**config.mk**
```make
export PLATFORM = sky130hd
export DESIGN_NAME = operand_streamer
export DESIGN_NICKNAME = d
export VERILOG_FILES = /design/src/rtl/conv_pkg.sv /design/src/rtl/operand_skid_fifo.sv /design/src/rtl/operand_streamer.sv
export SDC_FILE = /design/constraint.sdc
export NUM_CORES = 1
export LEC_CHECK = 0
export CAP_MARGIN = 20
export CORE_ASPECT_RATIO = 1.2
export CORE_MARGIN = 2
export CORE_UTILIZATION = 50
export CTS_BUF_LIST = sky130_fd_sc_hd__clkbuf_16
export DETAILED_ROUTE_END_ITERATION = 8
export HOLD_SLACK_MARGIN = 0.02
export PLACE_DENSITY = 0.77
export SYNTH_ARGS = -nofsm -noshare
export SYNTH_HDL_FRONTEND = slang
export SYNTH_SLANG_ARGS = --single-unit
```
**constraint.sdc**
```tcl
create_clock -name clk -period 4.77 [get_ports clk]
set_input_delay 0.954 -clock clk [delete_from_list [all_inputs] [get_ports clk]]
set_output_delay 0.954 -clock clk [all_outputs]
set_load 0.03 [all_outputs]
```
**src/rtl/conv_pkg.sv**
```systemverilog
// Shared definitions for the convolution operand path.
//   fsm_e       : streamer sequencing states.
//   total_taps  : number of (a, b) pairs one full pass produces.
package conv_pkg;

   typedef enum logic [1:0] {
      IDLE,
      ISSUE,
      DRAIN
   } fsm_e;

   // Pass length, shared with the controller so both sides agree on pair count.
   function automatic logic [63:0] total_taps(input int unsigned w, input int unsigned h,
                                              input int unsigned cin, input int unsigned cout,
                                              input int unsigned k);
      return 64'(w) * 64'(h) * 64'(cin) * 64'(cout) * 64'(k) * 64'(k);
   endfunction

endpackage

```
**src/rtl/operand_skid_fifo.sv**
```systemverilog
// Two-entry FIFO holding {a, b} operand pairs between memory return and the consumer.
// Ports:
//   clk, arst_in        : clock, asynchronous active-high reset
//   push, push_data     : write one entry (caller guarantees a free slot)
//   pop                 : retire the head entry (caller guarantees non-empty)
//   pop_data            : head entry, stable until popped
//   occupancy, empty    : fill level 0..2, and occupancy == 0
module operand_skid_fifo #(
   parameter int unsigned WIDTH = 32
) (
   input  logic             clk,
   input  logic             arst_in,
   input  logic             push,
   input  logic [WIDTH-1:0] push_data,
   input  logic             pop,
   output logic [WIDTH-1:0] pop_data,
   output logic [1:0]       occupancy,
   output logic             empty
);

   logic [WIDTH-1:0] mem_q [2];
   logic             wr_ptr_q;
   logic             rd_ptr_q;
   logic [1:0]       count_q;

   always_ff @(posedge clk or posedge arst_in) begin
      if (arst_in) begin
         mem_q[0] <= '0;
         mem_q[1] <= '0;
         wr_ptr_q <= 1'b0;
         rd_ptr_q <= 1'b0;
         count_q  <= 2'd0;
      end else begin
         if (push) begin
            mem_q[wr_ptr_q] <= push_data;
            wr_ptr_q        <= ~wr_ptr_q;
         end
         if (pop) begin
            rd_ptr_q <= ~rd_ptr_q;
         end
         count_q <= count_q + 2'(push) - 2'(pop);
      end
   end

   assign pop_data  = mem_q[rd_ptr_q];
   assign occupancy = count_q;
   assign empty     = (count_q == 2'd0);

endmodule

```
**src/rtl/operand_streamer.sv**
```systemverilog
// Transmit side of the a/b operand interface: walks x, y, ch_in, ch_out, k_v, k_h
// (k_h innermost), reads activation/weight memories and streams (a, b) pairs.
// Out-of-bounds taps are zero-padded without an activation read.
// Ports:
//   clk, arst_in                   : clock, asynchronous active-high reset
//   start, busy, done              : pass control / status (done is a 1-cycle pulse)
//   act_re, act_addr, act_rdata    : activation memory, 1-cycle read latency
//   wgt_re, wgt_addr, wgt_rdata    : weight memory, 1-cycle read latency
//   a_valid/a_ready/a_data         : activation operand (lockstep with b)
//   b_valid/b_ready/b_data         : weight operand
//   stall_cycles                   : only with OPERAND_STREAMER_STALL_CNT_EN defined;
//                                    saturating count of valid-but-not-accepted cycles
module operand_streamer
   import conv_pkg::*;
#(
   parameter int unsigned LOG2_OF_MEM_HEIGHT = 20,
   parameter int unsigned FEATURE_MAP_WIDTH  = 1024,
   parameter int unsigned FEATURE_MAP_HEIGHT = 1024,
   parameter int unsigned INPUT_NB_CHANNELS  = 64,
   parameter int unsigned OUTPUT_NB_CHANNELS = 64,
   parameter int unsigned KERNEL_SIZE        = 3,
   parameter int unsigned DATA_WIDTH         = 16
) (
   input  logic                          clk,
   input  logic                          arst_in,
   input  logic                          start,
   output logic                          busy,
   output logic                          done,
   output logic                          act_re,
   output logic [LOG2_OF_MEM_HEIGHT-1:0] act_addr,
   input  logic [DATA_WIDTH-1:0]         act_rdata,
   output logic                          wgt_re,
   output logic [LOG2_OF_MEM_HEIGHT-1:0] wgt_addr,
   input  logic [DATA_WIDTH-1:0]         wgt_rdata,
`ifdef OPERAND_STREAMER_STALL_CNT_EN
   output logic [31:0]                   stall_cycles,
`endif
   output logic                          a_valid,
   input  logic                          a_ready,
   output logic [DATA_WIDTH-1:0]         a_data,
   output logic                          b_valid,
   input  logic                          b_ready,
   output logic [DATA_WIDTH-1:0]         b_data
);

   localparam int unsigned XW  = (FEATURE_MAP_WIDTH > 1) ? $clog2(FEATURE_MAP_WIDTH) : 1;
   localparam int unsigned YW  = (FEATURE_MAP_HEIGHT > 1) ? $clog2(FEATURE_MAP_HEIGHT) : 1;
   localparam int unsigned CIW = (INPUT_NB_CHANNELS > 1) ? $clog2(INPUT_NB_CHANNELS) : 1;
   localparam int unsigned COW = (OUTPUT_NB_CHANNELS > 1) ? $clog2(OUTPUT_NB_CHANNELS) : 1;
   localparam int unsigned KW  = (KERNEL_SIZE > 1) ? $clog2(KERNEL_SIZE) : 1;

   fsm_e state_q, state_d;

   logic [XW-1:0]  x_q, x_d;
   logic [YW-1:0]  y_q, y_d;
   logic [CIW-1:0] ch_in_q, ch_in_d;
   logic [COW-1:0] ch_out_q, ch_out_d;
   logic [KW-1:0]  k_v_q, k_v_d;
   logic [KW-1:0]  k_h_q, k_h_d;

   logic inflight_q;
   logic pad_q;

   logic                    issue, pop, pad, last_tap, drained;
   logic                    fifo_empty;
   logic [1:0]              occupancy;
   logic [2:0]              slots_used;
   logic [2*DATA_WIDTH-1:0] push_data, pop_data;
   logic signed [32:0]      xi, yi;
   logic                    kh_last, kv_last, co_last, ci_last, y_last, x_last;
   logic                    c_kv, c_co, c_ci, c_y, c_x;

   // ---------------- tap counters ----------------
   assign kh_last = (k_h_q == KW'(KERNEL_SIZE - 1));
   assign kv_last = (k_v_q == KW'(KERNEL_SIZE - 1));
   assign co_last = (ch_out_q == COW'(OUTPUT_NB_CHANNELS - 1));
   assign ci_last = (ch_in_q == CIW'(INPUT_NB_CHANNELS - 1));
   assign y_last  = (y_q == YW'(FEATURE_MAP_HEIGHT - 1));
   assign x_last  = (x_q == XW'(FEATURE_MAP_WIDTH - 1));

   // Carry chain: a counter steps when every inner counter wraps on this issue.
   assign c_kv     = issue & kh_last;
   assign c_co     = c_kv & kv_last;
   assign c_ci     = c_co & co_last;
   assign c_y      = c_ci & ci_last;
   assign c_x      = c_y & y_last;
   assign last_tap = c_x & x_last;

   always_comb begin
      k_h_d    = k_h_q;
      k_v_d    = k_v_q;
      ch_out_d = ch_out_q;
      ch_in_d  = ch_in_q;
      y_d      = y_q;
      x_d      = x_q;
      if (issue) k_h_d = kh_last ? '0 : k_h_q + KW'(1);
      if (c_kv)  k_v_d = kv_last ? '0 : k_v_q + KW'(1);
      if (c_co)  ch_out_d = co_last ? '0 : ch_out_q + COW'(1);
      if (c_ci)  ch_in_d = ci_last ? '0 : ch_in_q + CIW'(1);
      if (c_y)   y_d = y_last ? '0 : y_q + YW'(1);
      if (c_x)   x_d = x_last ? '0 : x_q + XW'(1);
   end

   always_ff @(posedge clk or posedge arst_in) begin
      if (arst_in) begin
         x_q        <= '0;
         y_q        <= '0;
         ch_in_q    <= '0;
         ch_out_q   <= '0;
         k_v_q      <= '0;
         k_h_q      <= '0;
         inflight_q <= 1'b0;
         pad_q      <= 1'b0;
      end else begin
         x_q        <= x_d;
         y_q        <= y_d;
         ch_in_q    <= ch_in_d;
         ch_out_q   <= ch_out_d;
         k_v_q      <= k_v_d;
         k_h_q      <= k_h_d;
         inflight_q <= issue;
         pad_q      <= pad;
      end
   end

   // ---------------- address generation ----------------
   assign xi  = $signed(33'(x_q) + 33'(k_h_q) - 33'(KERNEL_SIZE / 2));
   assign yi  = $signed(33'(y_q) + 33'(k_v_q) - 33'(KERNEL_SIZE / 2));
   assign pad = xi[32] || (xi >= $signed(33'(FEATURE_MAP_WIDTH)))
             || yi[32] || (yi >= $signed(33'(FEATURE_MAP_HEIGHT)));

   // Only slots_used < 2 is issued, so every read in flight already owns a FIFO slot.
   assign pop        = a_valid & a_ready & b_ready;
   assign slots_used = {1'b0, occupancy} + 3'(inflight_q) - 3'(pop);
   assign issue      = (state_q == ISSUE) && (slots_used < 3'd2);

   assign act_re = issue & ~pad;
   assign wgt_re = issue;

   // Zero when idle so the address buses stay quiet outside real reads.
   assign act_addr = act_re
      ? LOG2_OF_MEM_HEIGHT'((64'(yi) * 64'(FEATURE_MAP_WIDTH) + 64'(xi))
                            * 64'(INPUT_NB_CHANNELS) + 64'(ch_in_q))
      : '0;
   assign wgt_addr = wgt_re
      ? LOG2_OF_MEM_HEIGHT'(((64'(ch_out_q) * 64'(INPUT_NB_CHANNELS) + 64'(ch_in_q))
                             * 64'(KERNEL_SIZE) + 64'(k_v_q)) * 64'(KERNEL_SIZE) + 64'(k_h_q))
      : '0;

   // ---------------- return buffer ----------------
   assign push_data = {(pad_q ? '0 : act_rdata), wgt_rdata};

   operand_skid_fifo #(
      .WIDTH(2 * DATA_WIDTH)
   ) u_fifo (
      .clk      (clk),
      .arst_in  (arst_in),
      .push     (inflight_q),
      .push_data(push_data),
      .pop      (pop),
      .pop_data (pop_data),
      .occupancy(occupancy),
      .empty    (fifo_empty)
   );

   assign a_valid = ~fifo_empty;
   assign b_valid = ~fifo_empty;
   assign a_data  = pop_data[2*DATA_WIDTH-1:DATA_WIDTH];
   assign b_data  = pop_data[DATA_WIDTH-1:0];

   // ---------------- sequencing FSM ----------------
   assign drained = fifo_empty & ~inflight_q;

   always_ff @(posedge clk or posedge arst_in) begin
      if (arst_in) state_q <= IDLE;
      else         state_q <= state_d;
   end

   always_comb begin
      state_d = state_q;
      unique case (state_q)
         IDLE:    if (start) state_d = ISSUE;
         ISSUE:   if (last_tap) state_d = DRAIN;
         DRAIN:   if (drained) state_d = IDLE;
         default: state_d = IDLE;
      endcase
   end

   always_comb begin
      busy = (state_q != IDLE);
      done = (state_q == DRAIN) && drained;
   end

`ifdef OPERAND_STREAMER_STALL_CNT_EN
   logic [31:0] stall_q;

   always_ff @(posedge clk or posedge arst_in) begin
      if (arst_in) begin
         stall_q <= '0;
      end else if (state_q == IDLE) begin
         if (start) stall_q <= '0;
      end else if (a_valid && !(a_ready && b_ready) && (stall_q != '1)) begin
         stall_q <= stall_q + 32'd1;
      end
   end

   assign stall_cycles = stall_q;
`endif

endmodule

```
==> results.md <==
- Fin util: 69.44%
- Drt wl/cell: 16.21 um
- DRC Markers: 0
- Iteration-0 DRC Markers: 336
- P&R area growth vs syn: 36.64%
- Ys Warns: 0
- Dpl ws: -0.4884 ns
- Max_slew headroom: between 30% and 40%
- Floorplan Core Area: 14960 um2
- HPWL after detailed placement: about 13 mm
- Period utilization: 114.3%
- ANT nets after route: 0
- Clock slew at reported path FFs: 0.08 ns
- Fin Setup TNS: -4.486 ns
- Crit-path most repeated cell: inv_2
- TritonCTS sink count: 108
- Largest net degree at the start of global routing: slightly below 80
- Netlist Area Pre-Place: between 7000 and 8000 um2
- CTS tree: built
- Initial antenna violation count: 0
- Worst EP arrival: 4.50 ns
- Die Area: 16210 um2
- Proportion of layout cells with a drive suffix above 1: 31.33%
- Final Hold Viols: 0
- Total routed wirelength: 19.20 mm
- Pleak: 4.934 nW
- Vias in the first global route: 6650
- Min Tclk post-route: between 5 and 6 ns
- Min-delay worst type: reg -> reg
- Post-synth EDFFs: 0
- CP Launch Type: flop
- Synth Register Bits: 108
- Chip width: 116.6 um
- Initial core utilization: around half
- Area contributors post-synth: dfrtp_1, ha_1, mux2_2
- CP delay by family, top: adder cells
- Global-route wire length before repair: 30.69 mm
- Crit path kind: reg -> out
- Run status: complete, but fails checks
- Maximum vdd drop: between 0.0005 and 0.0006 V
- Worst Skew: about 0.0063 ns
- Synth cell types: 57
- Clock Tree Root: clkbuf_16
- Mean post-synth cell area: 9.672 um2
- RSZ-0062 raised after global routing: yes
- Hold_buf cts: 0
- Num CTS Buffers: 9
- Crit-path max cell delay: 0.56 ns
- Number of port buffers: 110
- Cells after Synth: 786
- Rows: 49
- Total grt overflow: 0
- Slowest stage cell on the critical path: fa_1
- Skew-Pair Late Insertion Delay: 0.35 ns
- Fill count: about 1.1k
- # H-tree levels: 3
- Setup WS post-layout: -0.6817 ns
- First-pass iteration count of the detailed router: 4
- Max-cap violations: 0
- Slew @ Worst Pin: ~0.96 ns
- Global-route usage over all layers: 23.44%
- Ports: between 100 and 150
- Critical path cell sequence: inv_2 -> fa_1 -> inv_2 -> ha_4 -> inv_2 -> fa_2 -> nor2b_2 -> o21ai_2 -> a21boi_2 -> or3_1 -> a221oi_2 -> xnor2_1 -> ha_1 -> ha_4 -> a21o_1 -> a21o_1 -> a211oi_4 -> mux2i_4 -> buf_6
- # nets final: ~1.1k
- Post-synth top area share: 35.55%
- Power Dens Cells: 555.1 nW/um2
- Crit path max fanout: 4
- Worst Setup End Kind: output pin
- Reg2Reg Setup Slack: slightly above 0.9 ns
- Antenna cells: 0
- Vias per cell: 5.360
- Failing checks: negative setup slack
- Max Clock Freq: ~0.18 GHz
- Max-slew violation count: 0
- Seq/Total Area, Yosys: 35.55%
- Yosys top cell by area: dfrtp_1
- Main synth FF type: dfrtp_1
- Routed vias: 6346
- Clock buffer depth: 2
- Worst Path Buf+Inv: 4
- Gpl congestion: 0.8290
- Post-synthesis async set-or-reset flop share: 100.0%
- Finish-stage setup viols: 10
- Worst EP required: around 3.8 ns
- Chip height: between 100 and 150 um
- Worst hold slack: 0.4771 ns
[sequential cells by signal, indices dropped and copies added (netlist names)]
| name | count |
|---|---|
| u_fifo.mem_q | 64 |
| x_q | 10 |
| y_q | 10 |
| ch_in_q | 6 |
| ch_out_q | 6 |
| k_h_q | 2 |
| k_v_q | 2 |
| state_q | 2 |
| u_fifo.occupancy | 2 |
| inflight_q | 1 |
| pad_q | 1 |
| u_fifo.rd_ptr_q | 1 |
| u_fifo.wr_ptr_q | 1 |
[worst register-to-register path, delay by kind of cell (launching register included)]
kind | cells | cell delay, ns
flops | 1 | 0.43
simple gates | 8 | 1.94
fa+ha+maj | 3 | 0.92
buf+inv | 4 | 0.43
[path summary, 6_finish.rpt]
path,startpoint,to,cells past startpoint
max,k_v_q[1],wgt_addr[14],19
min,u_fifo.mem_q[23],u_fifo.mem_q[23],2
max reg2reg,u_fifo.occupancy[1],x_q[4],15
min reg2reg,u_fifo.mem_q[23],u_fifo.mem_q[23],2
max in group asynchronous,arst_in,u_fifo.mem_q[50],3
min in group asynchronous,arst_in,u_fifo.mem_q[34],2
[kinds of logic (layout without fill, tap and decap cells)]
logic type | after synthesis | after routing | synth area share, %
AOI/OAI and AO/OA | 143 | 143 | 11.36
and+or+nand+nor | 234 | 234 | 15.40
xor gates and xnor gates | 45 | 45 | 5.283
DFF | 108 | 108 | 35.55
muxes | 70 | 70 | 10.32
buffers and inverters | 83 | 274 | 4.460
other | 1 | 4 | 0.04933
adders and majority gates | 102 | 102 | 17.58
[where the power goes]
group / total, mW / switching [mW] / internal, mW / leakage, nW
Sequential: 1.43 / 0.199 / 1.23 / 1.32
Clock: 0.716 / 0.355 / 0.361 / 0.132
Combinational: 3.62 / 1.93 / 1.69 / 3.49
[cell usage in the layout (no fill, tap or decap), drive strengths merged, types with 7 or more instances in the layout]
master,netlist,routed
nor3,14,14
nand2,75,75
clkbuf,16,9
xor2,17,17
xnor2,28,28
a21o,14,14
buf,7,126
and3,12,12
o21ai,62,62
dfrtp,108,108
and2,9,9
a21oi,27,27
mux2,67,67
ha,94,94
nand2b,20,20
fa,8,8
clkdlybuf4s50,0,72
inv,60,63
nor2,55,55
nand3,27,27
a211oi,7,7
[synth_stat cells, types with 2 or more instances]
cell type  count
ha_1          94
nand3_1       26
a211oi_1       7
nor4_4         2
and3_1        12
dfrtp_1      108
o21ai_0       60
nand2b_1      20
o21ai_1        2
nor3_2         2
mux2_2        65
mux2i_1        3
inv_1         60
or2_2          3
o21bai_1       4
nor2_1        51
xnor2_1       28
xor2_1        16
nand4_1        4
o211ai_1       3
nor2b_1        3
a21o_1        14
buf_4          5
o22ai_1        5
nand2_1       75
a31oi_1        3
nor3_1        12
nor2_2         3
fa_1           8
clkbuf_1      16
a21oi_1       26
o31ai_1        4
nor4_1         2
or3_1          4
o21a_1         5
mux2_1         2
and2_1         9
[layout make-up]
type	instances	area, um2	share of cell area [%]
Timing Repair Buffer	198	1826	17.57
Clock inverter	7	56.30	0.5420
Tap cell	204	255.2	2.457
Sequential cell	108	2704	26.03
Inverter	60	227.7	2.192
Multi-Input combinational cell	598	5094	49.04
Clock buffer	9	225.2	2.168
[what timing repair did]
item,in CTS,in global routing
resized for setup,55,61
cloned,0,1
pin swaps,49,26
endpoints found under the setup margin,11,28
setup buffers,14,7
[metal layers]
layer	vias to the layer above	GRT usage [%]	share of wire, %
li1	3088	-	-
met1	3049	27.36	40
met2	163	42.23	52
met3	46	4.196	4.6
met4	0	8.607	3.1
met5	-	0	0
[through the flow]
| step | cells | cell area, um2 | power [mW] |
|---|---|---|---|
| floorplan | 789 | 7705 | 3.368 |
| global placement | 1151 | 9438 | 4.564 |
| detailed placement | 1151 | 9438 | 4.648 |
| CTS | 1179 | 10110 | 5.473 |
| global route | 1184 | 10390 | 6.083 |
| finish | 1184 | 10390 | 5.766 |
Power figures use the tool's default switching activity.
